--- config.mk ---
export PLATFORM = sky130hd
export DESIGN_NAME = sga_interface_direcao_flat
export DESIGN_NICKNAME = d
export VERILOG_FILES = /design/src/rtl/sga_interface_direcao_if.sv /design/src/rtl/sga_interface_direcao.sv /design/src/flat_wrapper.sv
export SDC_FILE = /design/constraint.sdc
export NUM_CORES = 1
export LEC_CHECK = 0
export ABC_AREA = 1
export CAP_MARGIN = 20
export CORE_AREA = 2 2 68 70
export DETAILED_ROUTE_END_ITERATION = 6
export DIE_AREA = 0 0 70 72
export PLACE_DENSITY_LB_ADDON = 0.12
export SLEW_MARGIN = 20
export SYNTH_ARGS = -nofsm -noshare
export SYNTH_HDL_FRONTEND = slang
export SYNTH_SLANG_ARGS = --single-unit
--- constraint.sdc ---
create_clock -name clock -period 2.2 [get_ports clock]
set_input_delay 0.44 -clock clock [delete_from_list [all_inputs] [get_ports clock]]
set_output_delay 0.44 -clock clock [all_outputs]
set_load 0.02 [all_outputs]
--- src/rtl/sga_interface_direcao_if.sv ---
// sga_interface_direcao_if: control-unit <-> sensor-interface bundle.
// master: medir, reset_interface, enable_interface and the echo pins.
// slave: triggers, interface_direction, fim_inter, db_state.
// With SGA_INTER_DIST_EN defined it also carries dist_dir/dist_esq (CW bits).
interface sga_interface_direcao_if
`ifdef SGA_INTER_DIST_EN
  #(parameter int CW = 24)
`endif
  ;
  logic medir;
  logic reset_interface;
  logic enable_interface;
  logic echo_dir;
  logic echo_esq;
  logic trigger_dir;
  logic trigger_esq;
  logic [1:0] interface_direction;
  logic fim_inter;
  logic [3:0] db_state;
`ifdef SGA_INTER_DIST_EN
  logic [CW-1:0] dist_dir;
  logic [CW-1:0] dist_esq;
`endif
  modport master(
    output medir, reset_interface, enable_interface, echo_dir, echo_esq,
    input trigger_dir, trigger_esq, interface_direction, fim_inter, db_state
`ifdef SGA_INTER_DIST_EN
    , input dist_dir, dist_esq
`endif
  );
  modport slave(
    input medir, reset_interface, enable_interface, echo_dir, echo_esq,
    output trigger_dir, trigger_esq, interface_direction, fim_inter, db_state
`ifdef SGA_INTER_DIST_EN
    , output dist_dir, dist_esq
`endif
  );
endinterface

--- src/rtl/sga_interface_direcao.sv ---
// sga_interface_direcao: sequential right/left ultrasonic measurement producing {near_dir, near_esq}.
// Ports: clock, reset (sync, active high), bus (slave modport of sga_interface_direcao_if).
// Optional: SGA_INTER_DIST_EN adds dist_dir/dist_esq holding the last echo widths.
module sga_interface_direcao #(
  parameter int TRIG_CYCLES    = 500,
  parameter int TIMEOUT_CYCLES = 1500000,
  parameter int NEAR_CYCLES    = 29000,
  parameter int CW             = 24
) (
  input logic clock,
  input logic reset,
  sga_interface_direcao_if.slave bus
);
  typedef enum logic [2:0] {
    IDLE, TRIG_DIR, WAIT_DIR, MEAS_DIR, TRIG_ESQ, WAIT_ESQ, MEAS_ESQ, DONE
  } state_t;
  localparam logic [CW-1:0] TRIG_LAST = CW'(TRIG_CYCLES - 1);
  localparam logic [CW-1:0] TIMEOUT   = CW'(TIMEOUT_CYCLES);
  localparam logic [CW-1:0] NEAR      = CW'(NEAR_CYCLES);
  state_t state, state_d;
  logic [CW-1:0] cnt, cnt_d;
  logic [1:0] sync_dir, sync_esq;
  logic near_dir, near_esq, near_dir_d, near_esq_d;
  logic [1:0] direction;
  logic echo, finish, near_v, esq_side;
`ifdef SGA_INTER_DIST_EN
  logic [CW-1:0] dist_dir, dist_esq, dist_v;
`endif
  // State bit 2 marks the left-sensor half of the sequence (DONE never finishes a sensor).
  assign esq_side = state[2];
  assign echo = esq_side ? sync_esq[1] : sync_dir[1];
  always_comb begin
    state_d = state;
    cnt_d   = cnt;
    finish  = 1'b0;
    near_v  = 1'b0;
`ifdef SGA_INTER_DIST_EN
    dist_v  = TIMEOUT;
`endif
    case (state)
      IDLE, DONE: begin
        state_d = bus.medir ? TRIG_DIR : state;
        cnt_d   = bus.medir ? '0 : cnt;
      end
      TRIG_DIR, TRIG_ESQ: begin
        state_d = cnt == TRIG_LAST ? state_t'(state + 3'd1) : state;
        cnt_d   = cnt == TRIG_LAST ? '0 : cnt + CW'(1);
      end
      WAIT_DIR, WAIT_ESQ: begin
        // A missing echo skips MEAS and goes straight to the next sensor (or DONE).
        finish  = !echo && cnt == TIMEOUT;
        state_d = echo ? state_t'(state + 3'd1) : finish ? state_t'(state + 3'd2) : state;
        cnt_d   = echo ? CW'(1) : finish ? '0 : cnt + CW'(1);
      end
      MEAS_DIR, MEAS_ESQ: begin
        finish  = !echo || cnt == TIMEOUT;
        near_v  = !echo && cnt < NEAR;
`ifdef SGA_INTER_DIST_EN
        dist_v  = echo ? TIMEOUT : cnt;
`endif
        state_d = finish ? state_t'(state + 3'd1) : state;
        cnt_d   = finish ? '0 : cnt + CW'(1);
      end
    endcase
    near_dir_d = finish && !esq_side ? near_v : near_dir;
    near_esq_d = finish && esq_side ? near_v : near_esq;
  end
  always_ff @(posedge clock) begin
    sync_dir <= reset ? 2'b00 : {sync_dir[0], bus.echo_dir};
    sync_esq <= reset ? 2'b00 : {sync_esq[0], bus.echo_esq};
    if (reset || bus.reset_interface) begin
      state    <= IDLE;
      cnt      <= '0;
      near_dir <= 1'b0;
      near_esq <= 1'b0;
`ifdef SGA_INTER_DIST_EN
      dist_dir <= '0;
      dist_esq <= '0;
`endif
    end else begin
      state    <= state_d;
      cnt      <= cnt_d;
      near_dir <= near_dir_d;
      near_esq <= near_esq_d;
`ifdef SGA_INTER_DIST_EN
      dist_dir <= finish && !esq_side ? dist_v : dist_dir;
      dist_esq <= finish && esq_side ? dist_v : dist_esq;
`endif
    end
    // The committed direction survives reset_interface; only a full reset clears it.
    if (reset)
      direction <= 2'b00;
    else if (bus.enable_interface && !bus.reset_interface)
      direction <= {near_dir, near_esq};
  end
  assign bus.trigger_dir         = state == TRIG_DIR;
  assign bus.trigger_esq         = state == TRIG_ESQ;
  assign bus.fim_inter           = state == DONE;
  assign bus.db_state            = {1'b0, state};
  assign bus.interface_direction = direction;
`ifdef SGA_INTER_DIST_EN
  assign bus.dist_dir = dist_dir;
  assign bus.dist_esq = dist_esq;
`endif
endmodule

--- src/flat_wrapper.sv ---
// flat-port wrapper written by rule: the top's interface ports become plain ports
module sga_interface_direcao_flat 
#(
  parameter int TRIG_CYCLES    = 500,
  parameter int TIMEOUT_CYCLES = 1500000,
  parameter int NEAR_CYCLES    = 29000,
  parameter int CW             = 24
)
  (clock, reset, bus_medir, bus_reset_interface, bus_enable_interface, bus_echo_dir, bus_echo_esq, bus_trigger_dir, bus_trigger_esq, bus_interface_direction, bus_fim_inter, bus_db_state);
  sga_interface_direcao_if bus_i ();
  input logic clock;
  input logic reset;
  input wire logic [$bits(bus_i.medir)-1:0] bus_medir;
  input wire logic [$bits(bus_i.reset_interface)-1:0] bus_reset_interface;
  input wire logic [$bits(bus_i.enable_interface)-1:0] bus_enable_interface;
  input wire logic [$bits(bus_i.echo_dir)-1:0] bus_echo_dir;
  input wire logic [$bits(bus_i.echo_esq)-1:0] bus_echo_esq;
  output wire logic [$bits(bus_i.trigger_dir)-1:0] bus_trigger_dir;
  output wire logic [$bits(bus_i.trigger_esq)-1:0] bus_trigger_esq;
  output wire logic [$bits(bus_i.interface_direction)-1:0] bus_interface_direction;
  output wire logic [$bits(bus_i.fim_inter)-1:0] bus_fim_inter;
  output wire logic [$bits(bus_i.db_state)-1:0] bus_db_state;
  assign bus_i.medir = bus_medir;
  assign bus_i.reset_interface = bus_reset_interface;
  assign bus_i.enable_interface = bus_enable_interface;
  assign bus_i.echo_dir = bus_echo_dir;
  assign bus_i.echo_esq = bus_echo_esq;
  assign bus_trigger_dir = bus_i.trigger_dir;
  assign bus_trigger_esq = bus_i.trigger_esq;
  assign bus_interface_direction = bus_i.interface_direction;
  assign bus_fim_inter = bus_i.fim_inter;
  assign bus_db_state = bus_i.db_state;
  sga_interface_direcao #(.TRIG_CYCLES(TRIG_CYCLES), .TIMEOUT_CYCLES(TIMEOUT_CYCLES), .NEAR_CYCLES(NEAR_CYCLES), .CW(CW)) u_core (.clock(clock), .reset(reset), .bus(bus_i));
endmodule
=== Yosys cells after proc, flatten, opt, wreduce, memory -nomap -nowiden ===
Cells that the tools add are included.

* Add/subtract/negate cells: 3
* Magnitude comparators: 1
* Eq/ne operators: 13
* Muxes and demuxes: 15
* Reduce and logical (&&, ||, !) cells: 16

{| class="wikitable"
|+ Operator list
! kind !! number
|-
| 24-bit 2-to-1 mux || 5
|-
| 24-bit one-hot mux with 4 select lines || 1
|-
| 24-bit by 1-bit adder with 24-bit output (second input constant) || 1
|-
| 24-bit by 21-bit == test with 1-bit output (second input constant) || 1
|-
| 24-bit by 9-bit == test with 1-bit output (second input constant) || 1
|-
| 24-bit by 15-bit less-than comparator with 1-bit output (second input constant) || 1
|-
| 3-bit 2-to-1 mux || 5
|-
| 3-bit == test (second input constant) || 4
|-
| 3-bit one-hot mux with 4 select lines || 1
|-
| 2-bit OR reduction || 4
|-
| 3-bit by 2-bit == test with 1-bit output (second input constant) || 2
|-
| 1-bit logical AND || 5
|-
| 2-bit by 1-bit inequality test with 1-bit output (second input constant) || 2
|-
| 4-bit AND reduction || 1
|-
| 3-bit by 1-bit adder with 3-bit output (second input constant) || 1
|-
| 3-bit by 2-bit adder with 3-bit output (second input constant) || 1
|-
| 3-bit by 1-bit == test with 1-bit output (second input constant) || 1
|-
| 1-bit logical NOT || 3
|-
| 3-bit logical NOT || 1
|-
| 3-bit by 1-bit inequality test with 1-bit output (second input constant) || 1
|-
| 1-bit logical OR || 2
|-
| 1-bit 2-to-1 mux || 2
|-
| 2-bit inequality test (second input constant) || 1
|-
| 1-bit one-hot mux with 2 select lines || 1
|}

* Bits in registers: 35
* Input bits: 7
* Output and inout port bits: 9
* Word-level logic and storage cells: 55

=== Logic depth before layout (Yosys ltp) ===
* Depth in word-level cells: 6
* Depth in mapped cells: 14
* Gate-level depth less buffers: 14

=== Worst setup path before layout ===
OpenSTA, ideal clock, no wires.

* Kind: flip-flop to flip-flop
* Start point: reg u_core.state[1]
* End point: reg u_core.cnt[16]
* Setup time: 0.130 ns
* Data arrival time: 1.853 ns
* Required time: 2.070 ns
* Setup slack: 0.217 ns
* Stages on the path, launching flop included: 14
* Path buffers: 1
* Clock period less this slack: 1.983 ns
* Cells stage by stage: dfxtp_1 > inv_1 > ha_1 > inv_1 > nand2_1 > o21ai_2 > inv_2 > nand2_2 > inv_2 > nand2_2 > inv_2 > nor3_4 > buf_8 > nor3_2

* Cells in the longest elaborated chain, start to end: 3
* Elaborated cells on any way between the ends: 14
* Classes of those cells: eq/ne: 8; mux: 1; reduce/logical: 5

{| class="wikitable"
|+ Ends and longest elaborated chain
! what !! line !! text
|-
| start, declared || sga_interface_direcao.sv:20 || <nowiki>state_t state, state_d;</nowiki>
|-
| start signal, assigned || sga_interface_direcao.sv:81 || <nowiki>state <= state_d;</nowiki>
|-
| 3-bit by 2-bit == test with 1-bit output, or another cell as far along || sga_interface_direcao.sv:40 || <nowiki>case (state)</nowiki>
|-
| 2-bit OR reduction || sga_interface_direcao.sv:40 ||
|-
| 24-bit one-hot mux with 4 select lines / 2-bit inequality test (equally long branches) || - ||
|-
| end signal, assigned || sga_interface_direcao.sv:82 || <nowiki>cnt <= cnt_d;</nowiki>
|-
| end, declared || sga_interface_direcao.sv:21 || <nowiki>logic [CW-1:0] cnt, cnt_d;</nowiki>
|}

Parallel ways exist; a longest one is shown, timed or not.
A chain may end at the register's enable or synchronous reset.

=== Final worst setup path ===
* Start point: reg u_core.state[0]
* End point: out bus_trigger_esq

* Cells in the longest elaborated chain, start to end: 1

{| class="wikitable"
|+ Ends and longest elaborated chain
! what !! line !! text
|-
| 3-bit == test || sga_interface_direcao.sv:97 || <nowiki>assign bus.trigger_esq = state == TRIG_ESQ;</nowiki>
|-
| end, declared || flat_wrapper.sv:19 || <nowiki>output wire logic [$bits(bus_i.trigger_esq)-1:0] bus_trigger_esq;</nowiki>
|}

Every way passes these cells.

==> results.md <==
Run status:
- The run finished with clean final reports.

Global route:
- For this run, the total global-route usage over all layers was measured as 0.274.
- The total congestion overflow is 0.
- The number of global-route vias before repair is 2350.
- The wire length of the first global-routing pass is around 11 mm.
- Entering global routing, the biggest net connects 18 pins.
- The initial antenna violation count is 0.

Drt:
- The number of remaining DRC errors is 0.
- For this block, the routed nets add up to ~6.5 mm of wire.
- The iteration count of the initial detailed-routing pass is 4.
- The count of nets left with antenna violations once routing finished came out at 0.
- Using the TritonRoute via totals, the vias-per-cell ratio works out to ~5.3.
- The number of DRC violations after detailed-routing iteration 0 is between 150 and 200.
- Dividing the detail-routed wire length by the instance count gives 13.8 um.
- The via total after detailed routing is about 2.5k.

Floorplan:
- After floorplanning, the core was divided into 24 placement rows.
- The die span in x is about 70 um.
- The core region area is approximately 0.0043 mm2.
- The floorplan step defined a die boundary enclosing between 0.005 and 0.006 mm2.
- The number of I/O pins is 16.
- For this configuration, the core starts out at a cell density of 0.569.
- The chip height is roughly 72 um.

Synthesis:
- The flop and latch count out of synthesis is 35.
- Ranked by instance count, the synthesized netlist is headed by nand2_1, nor2_1, inv_1, dfxtp_1, nand3_1.
- Yosys printed 0 warnings.
- The dominant cell type by area after synthesis is dfxtp_1.
- The per-instance average area after synthesis is 6.05 um2.
- The dominant synthesized flop cell is dfxtp_1.
- The async set-reset flop share out of synthesis is 0.
- The synthesized netlist occupies a cell area of about 0.0024 mm2.
- Synthesis produced a netlist whose cell count is 401.
- The post-synthesis net count is 415.
- By instance count, the leading cell after synthesis is nand2_1.
- Of the post-synthesis cell area, the dominant cell type holds 0.289.
- In the post-synthesis netlist, the biggest area contributors are dfxtp_1, nand2_1, nor2_1.
- The synthesized design contains 0 enable-type register cells.
- The proportion of synthesized chip area in sequential cells is 0.289.
- Synthesis instantiated 32 different standard cells from the library.

Critical path:
- Data on the critical path is required at its endpoint by around 1800 ps.
- The worst setup path is captured at a primary output.
- The worst setup path is launched from a flop.
- The worst setup path is of the flop to primary output kind.
- Of all nets on the critical path, the largest fanout is 5.
- The arrival time at the worst endpoint is approximately 1600 ps.
- The slack of the worst reg-to-reg path is around 250 ps.

Placement:
- At the end of routability-driven placement, the weighted congestion stood at between 0.9 and 1.
- Summing all placed instances gives a cell area of roughly 0.0026 mm2.
- The detailed placement HPWL is just under 5 mm.
- In this run the tool buffered the top-level ports with 14 buffer cells.

STA:
- The worst path needs around 2100 ps of the cycle, external delays included.
- The post-route setup TNS is 0 ps.
- The post-route clock skew is about 16 ps.
- The number of failing hold endpoints at the final stage was 0.
- Of the available clock period, the critical path in the final layout requires 0.943.
- The number of failing setup endpoints in the final timing report is 0.
- Setup repair after global routing left no endpoint under its margin.
- The count of pins over their slew limit is 0.
- Final hold analysis gives a worst-case slack of ~420 ps.
- Derived from the worst setup path, the maximum achievable clock frequency is around 0.48 GHz.

Power and ir drop:
- The ratio of total power to cell area is ~800 mW/mm2.
- IR analysis of the VDD net gives a maximum drop of ~620 uV.
- The leakage power figure is ~0.0011 uW.
- The total power is approximately 2200 uW.

Clocking:
- The number of sinks handled by clock tree synthesis is 35.
- Hold repair after CTS inserted 0 buffers.
- The total CTS buffers is 5.
- The tree is rooted in a clkbuf_8.
- The maximum buffer depth of the clock tree is 2.
- After clock tree synthesis, the clock-pin slew on the worst setup and hold paths is approximately 70 ps.
- Post-CTS repair changed the size of 0 cells.
- TritonCTS built the clock tree.
- The later pin in the worst-skew pair is clocked with a latency of 300 ps.
- The post-CTS repair timing setup buffer count is 0.
- The H-tree was split into 2 levels.

Finish:
- The area growth from synthesis to layout is 13.7%.
- For this run, the post-layout net count is 433.
- Of the cells placed in the final design, the portion with a size suffix greater than 1 is 0.110.
- The count of antenna diodes in the layout is 0.
- Measured on the finished design, the core utilization comes to 0.647.
- Summing all non-filler instances in the final layout gives an area of 0.00276 mm2.

Hold path:
- The min-delay analysis places its worst path in the category flop to flop.

Run:
- The tool flagged a number of max-cap violations equal to 0.
[per-stage QoR]
step                      setup slack (ps)  cells
after detailed placement               275    464
after floorplan                        217    401
after global placement                 283    464
after global routing                  50.3    472
after CTS                             48.4    472
final                                  126    472
[final cells by class]
type | instances | area (um2)
multi-input combinational | 301 | 1450
inverter | 56 | 210
sequential | 35 | 704
clock inverter | 2 | 60.1
fill | 433 | 1510
timing repair buffer | 20 | 198
tap | 52 | 65.1
clock buffer | 6 | 72.6
[cell families after synthesis]
| logic type | Yosys count | synth area share |
|---|---|---|
| flip-flops | 35 | 0.289 |
| XOR/XNOR | 6 | 0.0216 |
| other | 1 | 0.00154 |
| adder cells (fa/ha/maj) | 7 | 0.0361 |
| AO/OA/AOI/OAI | 38 | 0.0892 |
| AND/OR/NAND/NOR | 249 | 0.448 |
| buffers and inverters | 65 | 0.114 |
[path summary, 6_finish.rpt]
check,startpoint,depth (start not counted),endpoint
max,u_core.state[0],5,bus_trigger_esq
min,u_core.sync_esq[0],2,u_core.sync_esq[1]
max reg2reg,u_core.cnt[0],9,u_core.cnt[22]
min reg2reg,u_core.sync_esq[0],2,u_core.sync_esq[1]
[state kept, by name, summed over array words and instances, names as in the netlist]
register and cells:
u_core.near_dir 1, u_core.sync_dir 2, u_core.near_esq 1, u_core.bus.interface_direction 2
u_core.cnt 24, u_core.sync_esq 2, u_core.state 3
[power by group]
| group | internal, uW | total [uW] | leakage [uW] | switching (uW) |
|---|---|---|---|---|
| registers | 659 | 698 | 0.000285 | 39.3 |
| clock network | 453 | 697 | 0.0000654 | 244 |
| logic | 269 | 762 | 0.000726 | 493 |
[critical path, cell delays in order, from the launching register on]
cell and delay, ps:
dfxtp_2 350, inv_1 100, ha_1 180, nand2_1 70, inv_1 60, clkdlybuf4s50_1 590
[placed cells by master (no fill, tap or decap), drive strengths merged]
cell type	n
a211oi	2
a21oi	15
buf	6
bufinv	2
clkbuf	6
clkdlybuf4s50	14
conb	1
dfxtp	35
ha	7
inv	56
nand2	111
nand3	30
nand3b	1
nand4	6
nor2	84
nor3	15
nor4	2
o21ai	18
o21bai	1
o221ai	1
o311ai	1
xnor2	2
xor2	4
[layer usage]
| layer | global-route usage | vias up | part of all wire |
|---|---|---|---|
| met5 | 0 | - | 0 |
| met4 | 0.115 | 0 | 0.025 |
| met3 | 0.0500 | 12 | 0.070 |
| met2 | 0.472 | 82 | 0.47 |
| met1 | 0.339 | 1135 | 0.43 |
| li1 | - | 1289 | - |
Note: power is estimated with default switching activity, not from simulation.
